--- config.mk ---
export PLATFORM = sky130hd
export DESIGN_NAME = sdram_writeback_flat
export DESIGN_NICKNAME = d
export VERILOG_FILES = /design/src/rtl/sdram_writeback_pkg.sv /design/src/rtl/sdram_writeback_if.sv /design/src/rtl/sdram_writeback_raster_counter.sv /design/src/rtl/sdram_writeback.sv /design/src/flat_wrapper.sv
export SDC_FILE = /design/constraint.sdc
export NUM_CORES = 1
export LEC_CHECK = 0
export ABC_AREA = 1
export BUFFER_PORTS_ARGS = -buffer_cell sky130_fd_sc_hd__buf_2
export CAP_MARGIN = 30
export CORE_MARGIN = 3
export CORE_UTILIZATION = 65
export DETAILED_ROUTE_END_ITERATION = 8
export HOLD_SLACK_MARGIN = 0.1
export PLACE_DENSITY_LB_ADDON = 0.2
export SLEW_MARGIN = 10
export SYNTH_ARGS = -nofsm -noshare
export SYNTH_HDL_FRONTEND = slang
export SYNTH_SLANG_ARGS = --single-unit
--- constraint.sdc ---
create_clock -name clk -period 7.1 [get_ports clk]
set_input_delay 0 -clock clk [delete_from_list [all_inputs] [get_ports clk]]
set_output_delay 0 -clock clk [all_outputs]
set_load 0.005 [all_outputs]
--- src/rtl/sdram_writeback_pkg.sv ---
// Shared types and constants for the SDRAM write-back engine (package sdram_wb_pkg).
// Orientation helpers treat the reserved modes 4-7 as normal.
package sdram_wb_pkg;

    localparam int ADDR_W = 26;
    localparam int DIM_W  = 13;

    localparam logic [2:0] MODE_NORMAL = 3'd0;
    localparam logic [2:0] MODE_HFLIP  = 3'd1;
    localparam logic [2:0] MODE_VFLIP  = 3'd2;
    localparam logic [2:0] MODE_ROT180 = 3'd3;

    typedef enum logic [2:0] {
        IDLE,
        READ,
        WAIT,
        WRITE,
        DONE
    } state_t;

    function automatic logic [2:0] norm_mode(input logic [2:0] m);
        return (m > MODE_ROT180) ? MODE_NORMAL : m;
    endfunction

    function automatic logic is_hflip(input logic [2:0] m);
        return (m == MODE_HFLIP) || (m == MODE_ROT180);
    endfunction

    function automatic logic is_vflip(input logic [2:0] m);
        return (m == MODE_VFLIP) || (m == MODE_ROT180);
    endfunction

endpackage

--- src/rtl/sdram_writeback_if.sv ---
// Memory-side bus of the write-back engine: SRAM read port plus SDRAM write port.
// The engine uses the master modport, the memory model/controller the slave modport.
interface sdram_writeback_if #(
    parameter int DATA_W = 32
);
    import sdram_wb_pkg::*;

    logic              sram_read;
    logic [ADDR_W-1:0] sram_address;
    logic [DATA_W-1:0] sram_rdata;
    logic              sdram_write;
    logic [ADDR_W-1:0] sdram_address;
    logic [DATA_W-1:0] sdram_wdata;
    logic              sdram_ack;

    modport master (
        output sram_read, sram_address,
        input  sram_rdata,
        output sdram_write, sdram_address, sdram_wdata,
        input  sdram_ack
    );

    modport slave (
        input  sram_read, sram_address,
        output sram_rdata,
        input  sdram_write, sdram_address, sdram_wdata,
        output sdram_ack
    );

endinterface

--- src/rtl/sdram_writeback_raster_counter.sv ---
// Raster position tracker: column x, row y and linear pixel index, with last-pixel detection.
// On the last pixel an advance wraps everything back to zero.
module raster_counter
    import sdram_wb_pkg::*;
(
    input  logic              clk,
    input  logic              n_rst,
    input  logic              clear,
    input  logic              advance,
    input  logic [DIM_W-1:0]  width,
    input  logic [DIM_W-1:0]  height,
    output logic [DIM_W-1:0]  x,
    output logic [ADDR_W-1:0] lin,
    output logic              row_end,
    output logic              last
);
    logic [DIM_W-1:0]  x_q, x_d, y_q, y_d;
    logic [ADDR_W-1:0] lin_q, lin_d;

    assign x       = x_q;
    assign lin     = lin_q;
    assign row_end = (x_q == width - DIM_W'(1));
    assign last    = row_end && (y_q == height - DIM_W'(1));

    always_comb begin
        x_d   = x_q;
        y_d   = y_q;
        lin_d = lin_q;
        if (clear) begin
            x_d   = '0;
            y_d   = '0;
            lin_d = '0;
        end else if (advance) begin
            x_d   = row_end ? '0 : x_q + DIM_W'(1);
            y_d   = last ? '0 : (row_end ? y_q + DIM_W'(1) : y_q);
            lin_d = last ? '0 : lin_q + ADDR_W'(1);
        end
    end

    always_ff @(posedge clk or negedge n_rst) begin
        if (!n_rst) begin
            x_q   <= '0;
            y_q   <= '0;
            lin_q <= '0;
        end else begin
            x_q   <= x_d;
            y_q   <= y_d;
            lin_q <= lin_d;
        end
    end

endmodule

--- src/rtl/sdram_writeback.sv ---
// Drains a W x H image from SRAM in raster order and writes it to SDRAM with orientation remap.
// Optional write-ack timeout is enabled by defining SDRAM_WB_TIMEOUT_EN.
module sdram_writeback
    import sdram_wb_pkg::*;
#(
    parameter int                DATA_W    = 32,
    parameter logic [ADDR_W-1:0] SRAM_BASE = '0
`ifdef SDRAM_WB_TIMEOUT_EN
    ,
    parameter int                TIMEOUT_CYCLES = 1024
`endif
) (
    input  logic                 clk,
    input  logic                 n_rst,
    input  logic                 start,
    input  logic [DIM_W-1:0]     width,
    input  logic [DIM_W-1:0]     height,
    input  logic [ADDR_W-1:0]    dest_base,
    input  logic [2:0]           mode,
    sdram_writeback_if.master    bus,
    output logic                 busy,
    output logic                 done,
    output logic                 error
);
    state_t            state_q, state_d;
    logic [DIM_W-1:0]  w_q, w_d, h_q, h_d;
    logic [2:0]        mode_q, mode_d;
    logic [ADDR_W-1:0] row_base_q, row_base_d;
    logic [DATA_W-1:0] data_q, data_d;

    logic              cnt_clear, cnt_adv, row_end, last;
    logic [DIM_W-1:0]  x;
    logic [ADDR_W-1:0] lin, col_off, last_row_off;
    logic [2:0]        new_mode;

`ifdef SDRAM_WB_TIMEOUT_EN
    localparam int TMO_W = $clog2(TIMEOUT_CYCLES + 1);
    logic [TMO_W-1:0] tmo_q, tmo_d;
    logic             error_q, error_d;
    assign error = error_q;
`else
    assign error = 1'b0;
`endif

    raster_counter u_raster (
        .clk     (clk),
        .n_rst   (n_rst),
        .clear   (cnt_clear),
        .advance (cnt_adv),
        .width   (w_q),
        .height  (h_q),
        .x       (x),
        .lin     (lin),
        .row_end (row_end),
        .last    (last)
    );

    assign new_mode     = norm_mode(mode);
    // The single multiply: offset of the bottom row, used only when a transfer starts.
    assign last_row_off = ADDR_W'(height - DIM_W'(1)) * ADDR_W'(width);
    assign col_off      = is_hflip(mode_q) ? ADDR_W'(w_q - DIM_W'(1) - x) : ADDR_W'(x);

    assign busy              = (state_q != IDLE);
    assign done              = (state_q == DONE);
    assign bus.sram_read     = (state_q == READ);
    assign bus.sram_address  = bus.sram_read ? SRAM_BASE + lin : '0;
    assign bus.sdram_write   = (state_q == WRITE);
    assign bus.sdram_address = bus.sdram_write ? row_base_q + col_off : '0;
    assign bus.sdram_wdata   = bus.sdram_write ? data_q : '0;

    always_comb begin
        state_d    = state_q;
        w_d        = w_q;
        h_d        = h_q;
        mode_d     = mode_q;
        row_base_d = row_base_q;
        data_d     = data_q;
        cnt_clear  = 1'b0;
        cnt_adv    = 1'b0;
`ifdef SDRAM_WB_TIMEOUT_EN
        tmo_d      = '0;
        error_d    = error_q;
`endif
        case (state_q)
            IDLE: begin
                if (start) begin
                    w_d        = width;
                    h_d        = height;
                    mode_d     = new_mode;
                    row_base_d = is_vflip(new_mode) ? dest_base + last_row_off : dest_base;
                    cnt_clear  = 1'b1;
`ifdef SDRAM_WB_TIMEOUT_EN
                    error_d    = 1'b0;
`endif
                    state_d    = (width == '0 || height == '0) ? DONE : READ;
                end
            end
            READ:  state_d = WAIT;
            WAIT: begin
                data_d  = bus.sram_rdata;
                state_d = WRITE;
            end
            WRITE: begin
                if (bus.sdram_ack) begin
                    cnt_adv = 1'b1;
                    if (row_end && !last)
                        row_base_d = is_vflip(mode_q) ? row_base_q - ADDR_W'(w_q)
                                                      : row_base_q + ADDR_W'(w_q);
                    state_d = last ? DONE : READ;
                end
`ifdef SDRAM_WB_TIMEOUT_EN
                else if (tmo_q == TMO_W'(TIMEOUT_CYCLES - 1)) begin
                    error_d = 1'b1;
                    state_d = DONE;
                end else begin
                    tmo_d = tmo_q + TMO_W'(1);
                end
`endif
            end
            DONE:    state_d = IDLE;
            default: state_d = IDLE;
        endcase
    end

    always_ff @(posedge clk or negedge n_rst) begin
        if (!n_rst) begin
            state_q    <= IDLE;
            w_q        <= '0;
            h_q        <= '0;
            mode_q     <= MODE_NORMAL;
            row_base_q <= '0;
            data_q     <= '0;
`ifdef SDRAM_WB_TIMEOUT_EN
            tmo_q      <= '0;
            error_q    <= 1'b0;
`endif
        end else begin
            state_q    <= state_d;
            w_q        <= w_d;
            h_q        <= h_d;
            mode_q     <= mode_d;
            row_base_q <= row_base_d;
            data_q     <= data_d;
`ifdef SDRAM_WB_TIMEOUT_EN
            tmo_q      <= tmo_d;
            error_q    <= error_d;
`endif
        end
    end

endmodule
--- src/flat_wrapper.sv ---
// flat-port wrapper written by rule: the top's interface ports become plain ports
module sdram_writeback_flat import sdram_wb_pkg::*;
#(
    parameter int                DATA_W    = 32,
    parameter logic [ADDR_W-1:0] SRAM_BASE = '0

)
  (clk, n_rst, start, width, height, dest_base, mode, busy, done, error, bus_sram_read, bus_sram_address, bus_sram_rdata, bus_sdram_write, bus_sdram_address, bus_sdram_wdata, bus_sdram_ack);
  sdram_writeback_if #(.DATA_W(DATA_W)) bus_i ();
  input  logic clk;
  input  logic n_rst;
  input  logic start;
  input  logic [DIM_W-1:0] width;
  input  logic [DIM_W-1:0] height;
  input  logic [ADDR_W-1:0] dest_base;
  input  logic [2:0] mode;
  output logic busy;
  output logic done;
  output logic error;
  output wire logic [$bits(bus_i.sram_read)-1:0] bus_sram_read;
  output wire logic [$bits(bus_i.sram_address)-1:0] bus_sram_address;
  input wire logic [$bits(bus_i.sram_rdata)-1:0] bus_sram_rdata;
  output wire logic [$bits(bus_i.sdram_write)-1:0] bus_sdram_write;
  output wire logic [$bits(bus_i.sdram_address)-1:0] bus_sdram_address;
  output wire logic [$bits(bus_i.sdram_wdata)-1:0] bus_sdram_wdata;
  input wire logic [$bits(bus_i.sdram_ack)-1:0] bus_sdram_ack;
  assign bus_sram_read = bus_i.sram_read;
  assign bus_sram_address = bus_i.sram_address;
  assign bus_i.sram_rdata = bus_sram_rdata;
  assign bus_sdram_write = bus_i.sdram_write;
  assign bus_sdram_address = bus_i.sdram_address;
  assign bus_sdram_wdata = bus_i.sdram_wdata;
  assign bus_i.sdram_ack = bus_sdram_ack;
  sdram_writeback #(.DATA_W(DATA_W), .SRAM_BASE(SRAM_BASE)) u_core (.clk(clk), .n_rst(n_rst), .start(start), .width(width), .height(height), .dest_base(dest_base), .mode(mode), .bus(bus_i), .busy(busy), .done(done), .error(error));
endmodule
## Word level (Yosys, flattened, before mapping)

Cells that the tools add are included.

| word-level totals | value |
|---|---|
| output and inout port bits | 89 |
| flip-flop bits (word level) | 142 |
| word-level logic and storage cells | 85 |

| operators by class | value |
|---|---|
| multiply operators | 1 |
| add/subtract/negate cells | 12 |
| eq/ne operators | 14 |
| reductions and logical operators | 18 |
| mux-type cells | 30 |
| order comparisons | 1 |

Operator list:

| cell | number |
|---|---|
| $mux W26 | 11 |
| $mux W13 | 7 |
| $add A26 B26 Y26 | 2 |
| $pmux W26 S2 | 1 |
| $sub A26 B13 Y26 | 2 |
| $mux W32 | 1 |
| $sub A13 B1 Y14 const B | 2 |
| $add A13 B1 Y13 const B | 2 |
| $add A26 B1 Y26 const B | 1 |
| $add A26 B13 Y26 | 1 |
| $eq A13 B13 Y1 | 2 |
| $logic_not A13 Y1 | 2 |
| $mul A26 B13 Y26 | 1 |
| $sub A13 B1 Y13 const B | 2 |
| $eq A3 B2 Y1 const B | 6 |
| $mux W3 | 5 |
| $pmux W3 S4 | 1 |
| $eq A3 B1 Y1 const B | 2 |
| $ne A2 B2 Y1 const B | 3 |
| $reduce_and A2 Y1 | 3 |
| $reduce_bool A3 Y1 | 2 |
| $logic_or A1 B1 Y1 | 4 |
| $mux W1 | 4 |
| $reduce_and A4 Y1 | 1 |
| 6 further kinds | 8 |

## Longest topological paths before layout

Gate-level depths: netlist of the first run.

| logic depth | value |
|---|---|
| depth in word-level cells | 8 |
| depth in mapped cells | 36 |
| gate-level depth less buffers | 36 |

## By module

From an unflattened synthesis of the first run, not the netlist that was laid out.

| second synthesis, totals | value |
|---|---|
| cell total of the unflattened synthesis | 2933 |
| area, all modules | 20552.2 µm² |

By module, submodules not included:

| module | cells an instance | times used | area an instance (µm²) | seq. area each (µm²) |
|---|---|---|---|---|
| sdram_writeback | 2306 | 1 | 16286.9 | 2252.2 |
| raster_counter | 627 | 1 | 4265.3 | 1301.2 |

## Worst setup path before layout of the first run

Ideal clock, no wire load.

| timing path | value |
|---|---|
| path kind | input to register |
| start | input height[1] |
| end | register u_core.row_base_q[19] |
| required time | 6.984 ns |
| arrival time | 5.696 ns |
| stages on the path | 31 |
| path buffers | 0 |
| path slack | 1.288 ns |
| path through | nor3_2 nand2_1 nor2_1 inv_1 nor2_2 inv_1 o21ai_0 nand2_1 inv_1 nand2_1 fa_1 inv_1 fa_1 fa_1 fa_1 fa_1 inv_1 fa_1 inv_1 ha_1 nand2_1 nor2_1 inv_1 nor3_1 nand4_1 nand3_1 nor2_1 o21bai_1 nand2_1 nand2_1 nand2_1 |

| on the way | value |
|---|---|
| word-level cells in the longest chain between the ends | 6 |

Ends and longest elaborated chain:

| element | line | source |
|---|---|---|
| start, declared | flat_wrapper.sv:14 | `input logic [DIM_W-1:0] height;` |
| $sub A13 B1 Y14 | sdram_writeback.sv:60 | `assign last_row_off = ADDR_W'(height - DIM_W'(1)) * ADDR_W'(width);` |
| $mul A26 B13 Y26 | sdram_writeback.sv:60 |  |
| $add A26 B26 Y26 | sdram_writeback.sv:90 | `row_base_d = is_vflip(new_mode) ? dest_base + last_row_off : dest_base;` |
| $mux W26 | sdram_writeback.sv:90 |  |
| $mux W26 | sdram_writeback.sv:86 | `if (start) begin` |
| $pmux W26 S2 | sdram_writeback.sv:84 | `case (state_q)` |
| end signal, assigned | sdram_writeback.sv:142 | `row_base_q <= row_base_d;` |
| end, declared | sdram_writeback.sv:28 | `logic [ADDR_W-1:0] row_base_q, row_base_d;` |

Every way passes these cells. The select of a mux whose other input is x is not followed.
A chain may end at the register's enable or synchronous reset.

## Final worst setup path of the first run

| timing path | value |
|---|---|
| start | input height[1] |
| end | register u_core.row_base_q[20] |

The elaborated chain is that of the path after synthesis.

==> results of run 1 <==
-- cells in the mapped netlist (2+ instances only) --
| master | number | share of area [%] |
|---|---|---|
| a211oi_1 | 5 | 0.19 |
| a21o_1 | 14 | 0.54 |
| a21oi_1 | 171 | 4.4 |
| a31o_2 | 2 | 0.090 |
| a31oi_1 | 8 | 0.26 |
| buf_1 | 4 | 0.077 |
| buf_12 | 2 | 0.20 |
| buf_2 | 6 | 0.15 |
| buf_4 | 2 | 0.077 |
| clkbuf_1 | 53 | 1.0 |
| clkinv_1 | 2 | 0.038 |
| dfrtp_1 | 142 | 18 |
| fa_1 | 192 | 20 |
| ha_1 | 123 | 7.9 |
| inv_1 | 494 | 9.5 |
| inv_2 | 14 | 0.27 |
| mux2i_1 | 2 | 0.10 |
| nand2_1 | 572 | 11 |
| nand2_2 | 25 | 0.80 |
| nand2_4 | 2 | 0.12 |
| nand3_1 | 145 | 3.7 |
| nand3b_1 | 10 | 0.38 |
| nand4_1 | 42 | 1.3 |
| nor2_1 | 355 | 6.8 |
| nor2_2 | 6 | 0.19 |
| nor2_4 | 3 | 0.17 |
| nor3_1 | 40 | 1.0 |
| nor3_2 | 6 | 0.31 |
| nor3b_1 | 2 | 0.077 |
| nor4_1 | 10 | 0.32 |
| o211ai_1 | 8 | 0.31 |
| o21a_1 | 2 | 0.077 |
| o21ai_0 | 173 | 4.4 |
| o21ai_1 | 12 | 0.31 |
| o21bai_1 | 18 | 0.69 |
| o22ai_1 | 28 | 0.90 |
| or2_2 | 6 | 0.19 |
| xnor2_1 | 22 | 0.98 |
| xor2_1 | 59 | 2.6 |
-- worst register-to-register path: cells and delay by family, from the launching register on --
kind / cells / cell delay, ns
AND/OR/NAND/NOR: 11 / 2.21
buffers and inverters: 3 / 0.90
adder cells (fa/ha/maj): 2 / 0.59
flip-flops: 1 / 0.47
XOR/XNOR: 1 / 0.14
-- routing by layer --
layer | wire length [um] | GRT usage (%) | vias up
met1 | 23600 | 48.8 | 9647
met3 | 6170 | 7.03 | 292
met4 | 3910 | 18.3 | 0
met5 | 0 | 0 | -
li1 | - | - | 9278
met2 | 30200 | 65.8 | 1293
-- cell type report --
class	count	area, sq um
fill	2117	6970
tap	384	480
sequential	142	3550
timing repair buffer	266	1760
multi-input combinational	2077	13900
clock buffer	19	443
clock inverter	13	126
inverter	510	1920
-- metrics by stage --
stage | area (sq um) | utilization, % | std cells
floorplan | 19600 | - | 2796
global placement | 20800 | 71.2 | 3303
detailed placement | 20800 | 71.2 | 3304
CTS | 22000 | 75.6 | 3405
global route | 22200 | 76.1 | 3411
finish | 22200 | 76.1 | 3411
-- sequential cells by signal (all words and copies together), names as in the netlist --
register	cells
u_core.row_base_q	26
u_core.h_q	13
u_core.u_raster.lin	26
u_core.u_raster.y_q	13
u_core.state_q	3
u_core.data_q	32
u_core.w_q	13
u_core.u_raster.x	13
u_core.mode_q	3
-- repair_timing --
action	CTS	global route
setup endpoints to repair	0	14
endpoints found under the hold margin	135	0
gates resized for setup	0	28
hold buffers	69	0
setup buffers	0	5
-- final timing paths --
path / slack [ns] / end / cells after the start
worst max register to register: 2.67 / u_core.state_q[0]$_DFFE_PN0P_ / 17
worst min-delay path: 0.08 / u_core.u_raster.lin[7]$_DFFE_PN0P_ / 2
max in group asynchronous: 5.90 / u_core.data_q[28]$_DFFE_PN0P_ / 4
worst max-delay path: 0.31 / u_core.row_base_q[20]$_DFFE_PN0P_ / 34
min in group clk: 0.12 / u_core.row_base_q[16]$_DFFE_PN0P_ / 6
worst min register to register: 0.51 / u_core.mode_q[1]$_DFFE_PN0P_ / 2
-- cell families after synthesis --
kind of cell,count (synthesis)
AND/OR/NAND/NOR,1230
buffers and inverters,577
AO/OA/AOI/OAI,447
adder cells (fa/ha/maj),315
flip-flops,142
XOR/XNOR,82
multiplexers,2
other,1
==> metrics.yaml, run 1 <==
outcome: "finished clean"
skew_ns: 0.0304
coreArea_sq_mm: 0.0292
async_flop_share_pct: 100
dp_hpwl_mm: 48.0
finalHoldViolations: 0
n_antenna_cell: 0
post-place-ws_ns: 0.135
min_period_ns: 6.79
cp.arrival_ns: 7.17
cts_sinks: 142
drive_gt1_share_pct: 10.7
final_cell_mix: "nand2_1, inv_1, nor2_1"
die-area_sq_mm: 0.0322
viasPerCell: 6.01
grt_pass1_wl_mm: 103
syn_inst: 2796
synth-simple-area-share_pct: 26.8
worstPathMaxFanout: 7
synth_fa_ha_area_share_pct: 27.5
yosysUniqueCellTypes: 53
antenna_left: 0
vias: 20510
maxCapViolCount: 0
syn_nets: 3202
startpoint: "height[1]"
syn_area_sq_mm: 0.0196
first_pass_iters: 7
final_nets: 3420
whs_ns: 0.0768
synth-xor-area-share_pct: 3.71
synth_top_family_by_area: "adder cells"
drv_slew: 0
yosys_register_bits: 142
start_util_pct: 67.1
ys.flop_type: "dfrtp_1"
hold_path.class: "in -> async"
drc_errors: 0
drt_wl_total_mm: 63.9
setup_violations: 0
areaGrowthSynthToFinish_pct: 13.4
cpMostUsedCell: "nand2_1"
grt_start_max_net_pins: 84
die_w_um: 180
synth_compound_area_share_pct: 12.4
worstPathRequired_ns: 7.49
drt_iter0_markers: 2231
path_buf_inv: 9
die_h_um: 180
cts_buffer_depth: 2
cts-root-buf: "clkbuf_16"
crit_family: "adder cells"
slowest_delay_ns: 0.57
fin_ws_ns: 0.314
row_count: 62
clock.fmax_ghz: 0.147
grt_pass1_vias: 20345
grt_overflow_total: 0
cts_tree: "done"
cts_buffers: 17
worst_pin_slew_ns: 0.960
antenna_found_initial: 0
r2r_start: "u_core.w_q[0]$_DFFE_PN0P_"
endpoint_kind: "register"
avgRoutedWirePerCell_um: 18.7
synthMuxAreaShare_pct: 0.102
syn_area_per_cell_sq_um: 7.00
setup_tns_ns: 0
grt_usage_pct: 39.0
ioPinCount: 180
ys.warnings.count: 0
critPathSlowestCell: "fa_1"
startpoint_type: "input port"
slew_headroom_pct: 36.0
period_share_pct: 95.6
synth_edf_count: 0
cts.htree.levels: 4
crit_type: "in -> reg"
place.gp.congestion: 1.05
final_common_cell: "nand2_1"
clock_latency_ns: 0.46
seq_area_frac_synth_pct: 18.2
clkSlewWorstSetupHoldPaths_ns: 0.08
io_buffers: 178
Power of run 1 is not shown: default switching activity piles up to over one toggle a cycle in this logic, so the estimate is an artifact.
==> inputs of run 2 (changes only) <==
--- a/config.mk
+++ b/config.mk
@@ -10,6 +10,7 @@
 export CAP_MARGIN = 30
 export CORE_MARGIN = 3
 export CORE_UTILIZATION = 65
+export CTS_BUF_LIST = sky130_fd_sc_hd__clkbuf_4 sky130_fd_sc_hd__clkbuf_8
 export DETAILED_ROUTE_END_ITERATION = 8
 export HOLD_SLACK_MARGIN = 0.1
 export PLACE_DENSITY_LB_ADDON = 0.2
==> metrics.yaml, run 2 (synthesis gave the netlist of run 1 again) <==
slowest_delay_ns: 0.57  # about the same
worstPathRequired_ns: 7.49  # about the same
setup_violations: 0  # unchanged
cts-root-buf: "clkbuf_8"
min_period_ns: 6.83  # +0.0427 ns
clkSlewWorstSetupHoldPaths_ns: 0.10  # +0.02 ns
avgRoutedWirePerCell_um: 18.1  # -3.4%
startpoint_type: "input port"
cts_sinks: 142  # unchanged
skew_ns: 0.0247  # -0.00573 ns
final_cell_mix: "nand2_1, inv_1, nor2_1"
hold_path.class: "in -> reg"
r2r_cells: 16  # -1
clock_latency_ns: 0.50  # +0.04 ns
cts_tree: "done"
areaGrowthSynthToFinish_pct: 13.0
period_share_pct: 96.2  # +0.60 points
min_from: "dest_base[24]"
drt_wl_total_mm: 62.0  # -3.0%
worstPathMaxFanout: 12  # +5
grt_overflow_total: 0  # unchanged
die_w_um: 180  # unchanged
antenna_found_initial: 0  # unchanged
cp.arrival_ns: 7.22  # +0.05 ns
outcome: "finished clean"
drt_iter0_markers: 2260  # +1.3%
place.gp.congestion: 1.05  # unchanged
drive_gt1_share_pct: 10.6  # -0.11 points
io_buffers: 178  # unchanged
min_path_cells: 7
final_common_cell: "nand2_1"
timing.rr.end: "u_core.state_q[2]$_DFFE_PN0P_"
top_register: "u_core.data_q"
die-area_sq_mm: 0.0322  # unchanged
cts_buffer_depth: 2  # unchanged
dpl_cell_area_sq_mm: 0.0208  # unchanged
first_pass_iters: 7  # unchanged
cts.htree.levels: 4  # unchanged
grt_pass1_wl_mm: 101  # -1.9%
ioPinCount: 180  # unchanged
whs_ns: 0.136  # +0.0590 ns
crit_type: "in -> reg"
fin_util_pct: 75.8  # -0.26 points
drv_slew: 0  # unchanged
largest_reg_flops: 32  # unchanged
critPathSlowestCell: "fa_1"
n_antenna_cell: 0  # unchanged
drc_errors: 0  # unchanged
start_util_pct: 67.1  # unchanged
vias: 20341  # -0.82%
r2r_slack_ns: 2.51  # -0.16 ns
dp_hpwl_mm: 48.0  # unchanged
hold_path_end: "u_core.row_base_q[24]$_DFFE_PN0P_"
grt_usage_pct: 38.2  # -0.80 points
maxCapViolCount: 0  # unchanged
finalHoldViolations: 0  # unchanged
viasPerCell: 5.94  # -1.2%
endpoint_kind: "register"
antenna_left: 0  # unchanged
cts_buffers: 17  # unchanged
die_h_um: 180  # unchanged
grt_start_max_net_pins: 84  # unchanged
grt_pass1_vias: 20223  # -0.60%
r2r_start: "u_core.w_q[0]$_DFFE_PN0P_"
fin_area_sq_mm: 0.0221  # -0.34%
coreArea_sq_mm: 0.0292  # unchanged
final_nets: 3432  # +0.35%
slew_headroom_pct: 36.8  # +0.76 points
worst_pin_slew_ns: 0.949  # -0.0114 ns
row_count: 62  # unchanged
clock.fmax_ghz: 0.146  # -0.63%
## run 2: metrics by stage
| stage | setup WS [ns] | setup TNS [ns] | instances |
|---|---|---|---|
| 4_1_cts | 0.0467 | 0 | 3417 |
| 2_1_floorplan | 1.29 | 0 | 2796 |
| 5_1_grt | -0.00710 | -0.00710 | 3423 |
| 3_5_place_dp | 0.135 | 0 | 3304 |
| 3_3_place_gp | 0.256 | 0 | 3303 |
| 6_report | 0.271 | 0 | 3423 |
## run 2: final cells by class
class | count | area (sq um)
Clock buffer | 19 | 255
Clock inverter | 13 | 126
Fill cell | 2118 | 7050
Inverter | 510 | 1920
Multi-Input combinational cell | 2077 | 13900
Sequential cell | 142 | 3550
Tap cell | 384 | 480
Timing Repair Buffer | 278 | 1890
## run 2: critical path, delay by kind of cell
kind | cells | cell delay, ns
compound gates | 2 | 0.38
fa+ha+maj | 7 | 3.54
buf+inv | 9 | 1.32
simple gates | 15 | 1.96
## run 2: repair_timing
action                                 4_1_cts  5_1_grt
setup endpoints to repair                    0       13
buffers inserted                             0        5
hold buffers                                81        0
endpoints found under the hold margin      144        0
gates resized for setup                      0       26
## run 2: how the worst max path moves through the flow
stage / startpoint / to / slack (ns) / cells past startpoint
floorplan: height[1] / u_core.row_base_q[19]$_DFFE_PN0P_ / 1.29 / 31
global placement: height[0] / u_core.row_base_q[19]$_DFFE_PN0P_ / 0.26 / 32
detailed placement: height[0] / u_core.row_base_q[19]$_DFFE_PN0P_ / 0.13 / 32
CTS: height[0] / u_core.row_base_q[19]$_DFFE_PN0P_ / 0.05 / 33
global route: height[0] / u_core.row_base_q[18]$_DFFE_PN0P_ / -0.007 / 34
finish: height[0] / u_core.row_base_q[19]$_DFFE_PN0P_ / 0.27 / 33
## run 2: per-layer routing
metal	global-route usage [%]	routed length, um
met1	48.0	23400
met2	64.2	29200
met3	7.03	6080
met4	17.8	3360
met5	0	0
Power of run 2 is left out for the same reason.
==> inputs of run 3 (changes only) <==
--- a/config.mk
+++ b/config.mk
@@ -5,7 +5,6 @@
 export SDC_FILE = /design/constraint.sdc
 export NUM_CORES = 1
 export LEC_CHECK = 0
-export ABC_AREA = 1
 export BUFFER_PORTS_ARGS = -buffer_cell sky130_fd_sc_hd__buf_2
 export CAP_MARGIN = 30
 export CORE_MARGIN = 3
@@ -14,7 +13,6 @@
 export DETAILED_ROUTE_END_ITERATION = 8
 export HOLD_SLACK_MARGIN = 0.1
 export PLACE_DENSITY_LB_ADDON = 0.2
-export SLEW_MARGIN = 10
 export SYNTH_ARGS = -nofsm -noshare
 export SYNTH_HDL_FRONTEND = slang
 export SYNTH_SLANG_ARGS = --single-unit
==> metrics.yaml, run 3 <==
outcome: "finished clean"
synth_top_area_share_pct: 20.7  # +1.1 points
yosys-top-cells-count: "nand2_1, inv_1, fa_1, o21ai_0, and2_1"
p_clk_share_pct: 5.7
vias: 17166  # -16%
slew_headroom_pct: 35.0  # -1.8 points
antenna_left: 0  # unchanged
ioPinCount: 180  # unchanged
synth_edf_count: 0  # unchanged
cpMostUsedCell: "fa_1"
pwr-share-comb_pct: 83.0
cp.arrival_ns: 7.09  # -0.13 ns
cts_sinks: 142  # unchanged
worst_pin_slew_ns: 0.975  # +0.0269 ns
synth.most_common_cell: "nand2_1"
path_buf_inv: 9  # unchanged
syn_area_sq_mm: 0.0186  # -5.2%
place.gp.congestion: 1.01  # -4.6%
skew_ns: 0.0355  # +0.0108 ns
grt_overflow_total: 0  # unchanged
clkSlewWorstSetupHoldPaths_ns: 0.10  # about the same
leakage_nw: 10.8
p_switching_mw: 6.29
final_nets: 2923  # -15%
syn_nets: 2644  # -17%
crit_family: "adder cells"
coreArea_sq_mm: 0.0279  # -4.2%
finalHoldViolations: 0  # unchanged
io_buffers: 178  # unchanged
clock_latency_ns: 0.47  # -0.03 ns
ys.warnings.count: 0  # unchanged
fin_util_pct: 77.4  # +1.6 points
setup_violations: 0  # unchanged
cts_buffer_depth: 2  # unchanged
grt_pass1_vias: 17453  # -14%
largest_reg_flops: 32  # unchanged
final_cell_count_no_fill: 2909  # -15%
crit_type: "in -> reg"
dp.cells: 2788  # -16%
yosys.area.top_type: "fa_1"
drive_gt1_share_pct: 14.6  # +4.0 points
fill_cells: 2078  # -1.9%
syn_area_per_cell_sq_um: 8.29  # +18%
drc_errors: 0  # unchanged
row_count: 61  # -1.6%
endpoint_kind: "register"
startpoint_type: "input port"
power_switching_share_pct: 51.3
internal-power_mw: 5.97
cts-root-buf: "clkbuf_8"
async_flop_share_pct: 100  # unchanged
top_register: "u_core.data_q"
fin_area_sq_mm: 0.0216  # -2.2%
grt_pass1_wl_mm: 86.1  # -15%
clock.fmax_ghz: 0.148  # +0.76%
cts.htree.levels: 4  # unchanged
critPathSlowestCell: "fa_2"
slowest_delay_ns: 0.57  # about the same
grt_start_max_net_pins: 74  # -12%
areaGrowthSynthToFinish_pct: 16.6
worstPathRequired_ns: 7.41  # -0.08 ns
syn_inst: 2238  # -20%
die-area_sq_mm: 0.0306  # -5.0%
maxCapViolCount: 0  # unchanged
pwr-share-seq_pct: 11.3
ys.flop_type: "dfrtp_1"
die_w_um: 175  # -2.6%
ir_worst_vdd_mv: 0.732
final_common_cell: "nand2_1"
hold_path.class: "in -> reg"
cts_tree: "done"
dp_hpwl_mm: 39.0  # -19%
yosysUniqueCellTypes: 66  # +25%
antenna_found_initial: 2  # +2
start_util_pct: 66.4  # -0.69 points
drv_slew: 0  # unchanged
drt_wl_total_mm: 52.5  # -15%
yosys_register_bits: 142  # unchanged
seq_area_frac_synth_pct: 19.2  # +1.0 points
final_cell_mix: "nand2_1, inv_1, fa_1"
min_period_ns: 6.78  # -0.0513 ns
power_density_mw_per_mm2: 566
drt_iter0_markers: 1617  # -28%
first_pass_iters: 6  # -1
dpl_cell_area_sq_mm: 0.0202  # -2.6%
avgRoutedWirePerCell_um: 18.1  # -0.22%
cts_buffers: 17  # unchanged
worstPathMaxFanout: 5  # -7
grt_usage_pct: 34.6  # -3.6 points
period_share_pct: 95.5  # -0.72 points
setup_tns_ns: 0  # unchanged
die_h_um: 175  # -2.6%
yosys-top-cells-area: "fa_1, dfrtp_1, ha_1"
viasPerCell: 5.90  # -0.70%
-- run 3: final timing paths --
path                                            startpoint                             endpoint  slack (ns)  depth (start not counted)
worst max-delay path                            height[11]    u_core.row_base_q[24]$_DFFE_PN0P_        0.32                         26
worst min-delay path                         dest_base[17]    u_core.row_base_q[17]$_DFFE_PN0P_        0.10                          5
worst max register to register   u_core.w_q[0]$_DFFE_PN0P_    u_core.row_base_q[11]$_DFFE_PN0P_        1.60                         19
worst min register to register  u_core.h_q[12]$_DFFE_PN0P_           u_core.h_q[12]$_DFFE_PN0P_        0.50                          2
max in group asynchronous                            n_rst   u_core.u_raster.y_q[7]$_DFFE_PN0P_        5.97                          4
min in group asynchronous                            n_rst  u_core.u_raster.lin[22]$_DFFE_PN0P_        0.14                          2
-- run 3: logic make-up after synthesis --
group           count (synthesis)  share of synthesized area [%]
simple gates                  801                           21.1
compound gates                430                           14.2
buf+inv                       377                           7.84
fa+ha+maj                     315                           29.0
flops                         142                           19.2
xor+xnor                      134                           6.33
mux                            38                           2.28
other cells                     1                         0.0202
-- run 3: power groups by stage --
stage	clock network, mW	registers, mW	logic, mW
after floorplan	0	1.25	6.95
after detailed placement	0	1.38	9.74
after global placement	0	1.37	9.56
final	0.697	1.39	10.2
after global routing	0.733	1.41	11.3
after CTS	0.702	1.36	9.88
-- run 3: per-stage QoR --
stage               setup WS, ns  hold slack, ns  power, mW
detailed placement        -0.170          0.0609       11.1
floorplan                  0.101          -0.296       8.20
global placement         -0.0874          0.0544       10.9
finish                     0.322           0.103       12.3
CTS                       0.0297           0.113       11.9
global route             -0.0237           0.118       13.5
-- run 3: area by class of cell --
cell class                 instances  area, sq um  area share, %
multi-input combinational       1719        13600           63.0
inverter                         284         1070           4.93
clock inverter                    15          188          0.868
tap                              378          473           2.19
clock buffer                      17          234           1.08
antenna                            1         2.50         0.0116
timing repair buffer             353         2480           11.5
sequential                       142         3550           16.4
-- run 3: routing by layer --
metal | routed length (um) | up-vias | GRT usage [%]
met5 | 65 | - | 0
met4 | 1930 | 4 | 12.9
met1 | 21100 | 8395 | 44.2
li1 | - | 7882 | -
met2 | 25700 | 719 | 59.3
met3 | 3740 | 166 | 5.95
-- run 3: worst reg2reg max path, cell delays in order (launching register included) --
cell and delay (ns):
dfrtp_1 0.43, inv_1 0.09, ha_1 0.22, nand2_1 0.13, or3_1 0.39, nor3_1 0.31, nand2b_1 0.16, or2_2 0.36
xnor2_1 0.15, ha_1 0.42, nand4_1 0.13, nor4_1 0.25, buf_4 0.25, nand2_1 0.12, o21ai_2 0.75, buf_4 0.34
nand3_1 0.09, o21ai_0 0.13, a31oi_1 0.07, dlygate4sd3_1 0.59
-- run 3: repair_timing --
action                                  CTS  global route
endpoints found under the hold margin   160             0
endpoints found under the setup margin    0            10
resized for setup                         0            19
setup buffers                             0             1
hold buffers                             85             0
(Power assumes the default switching activity.)
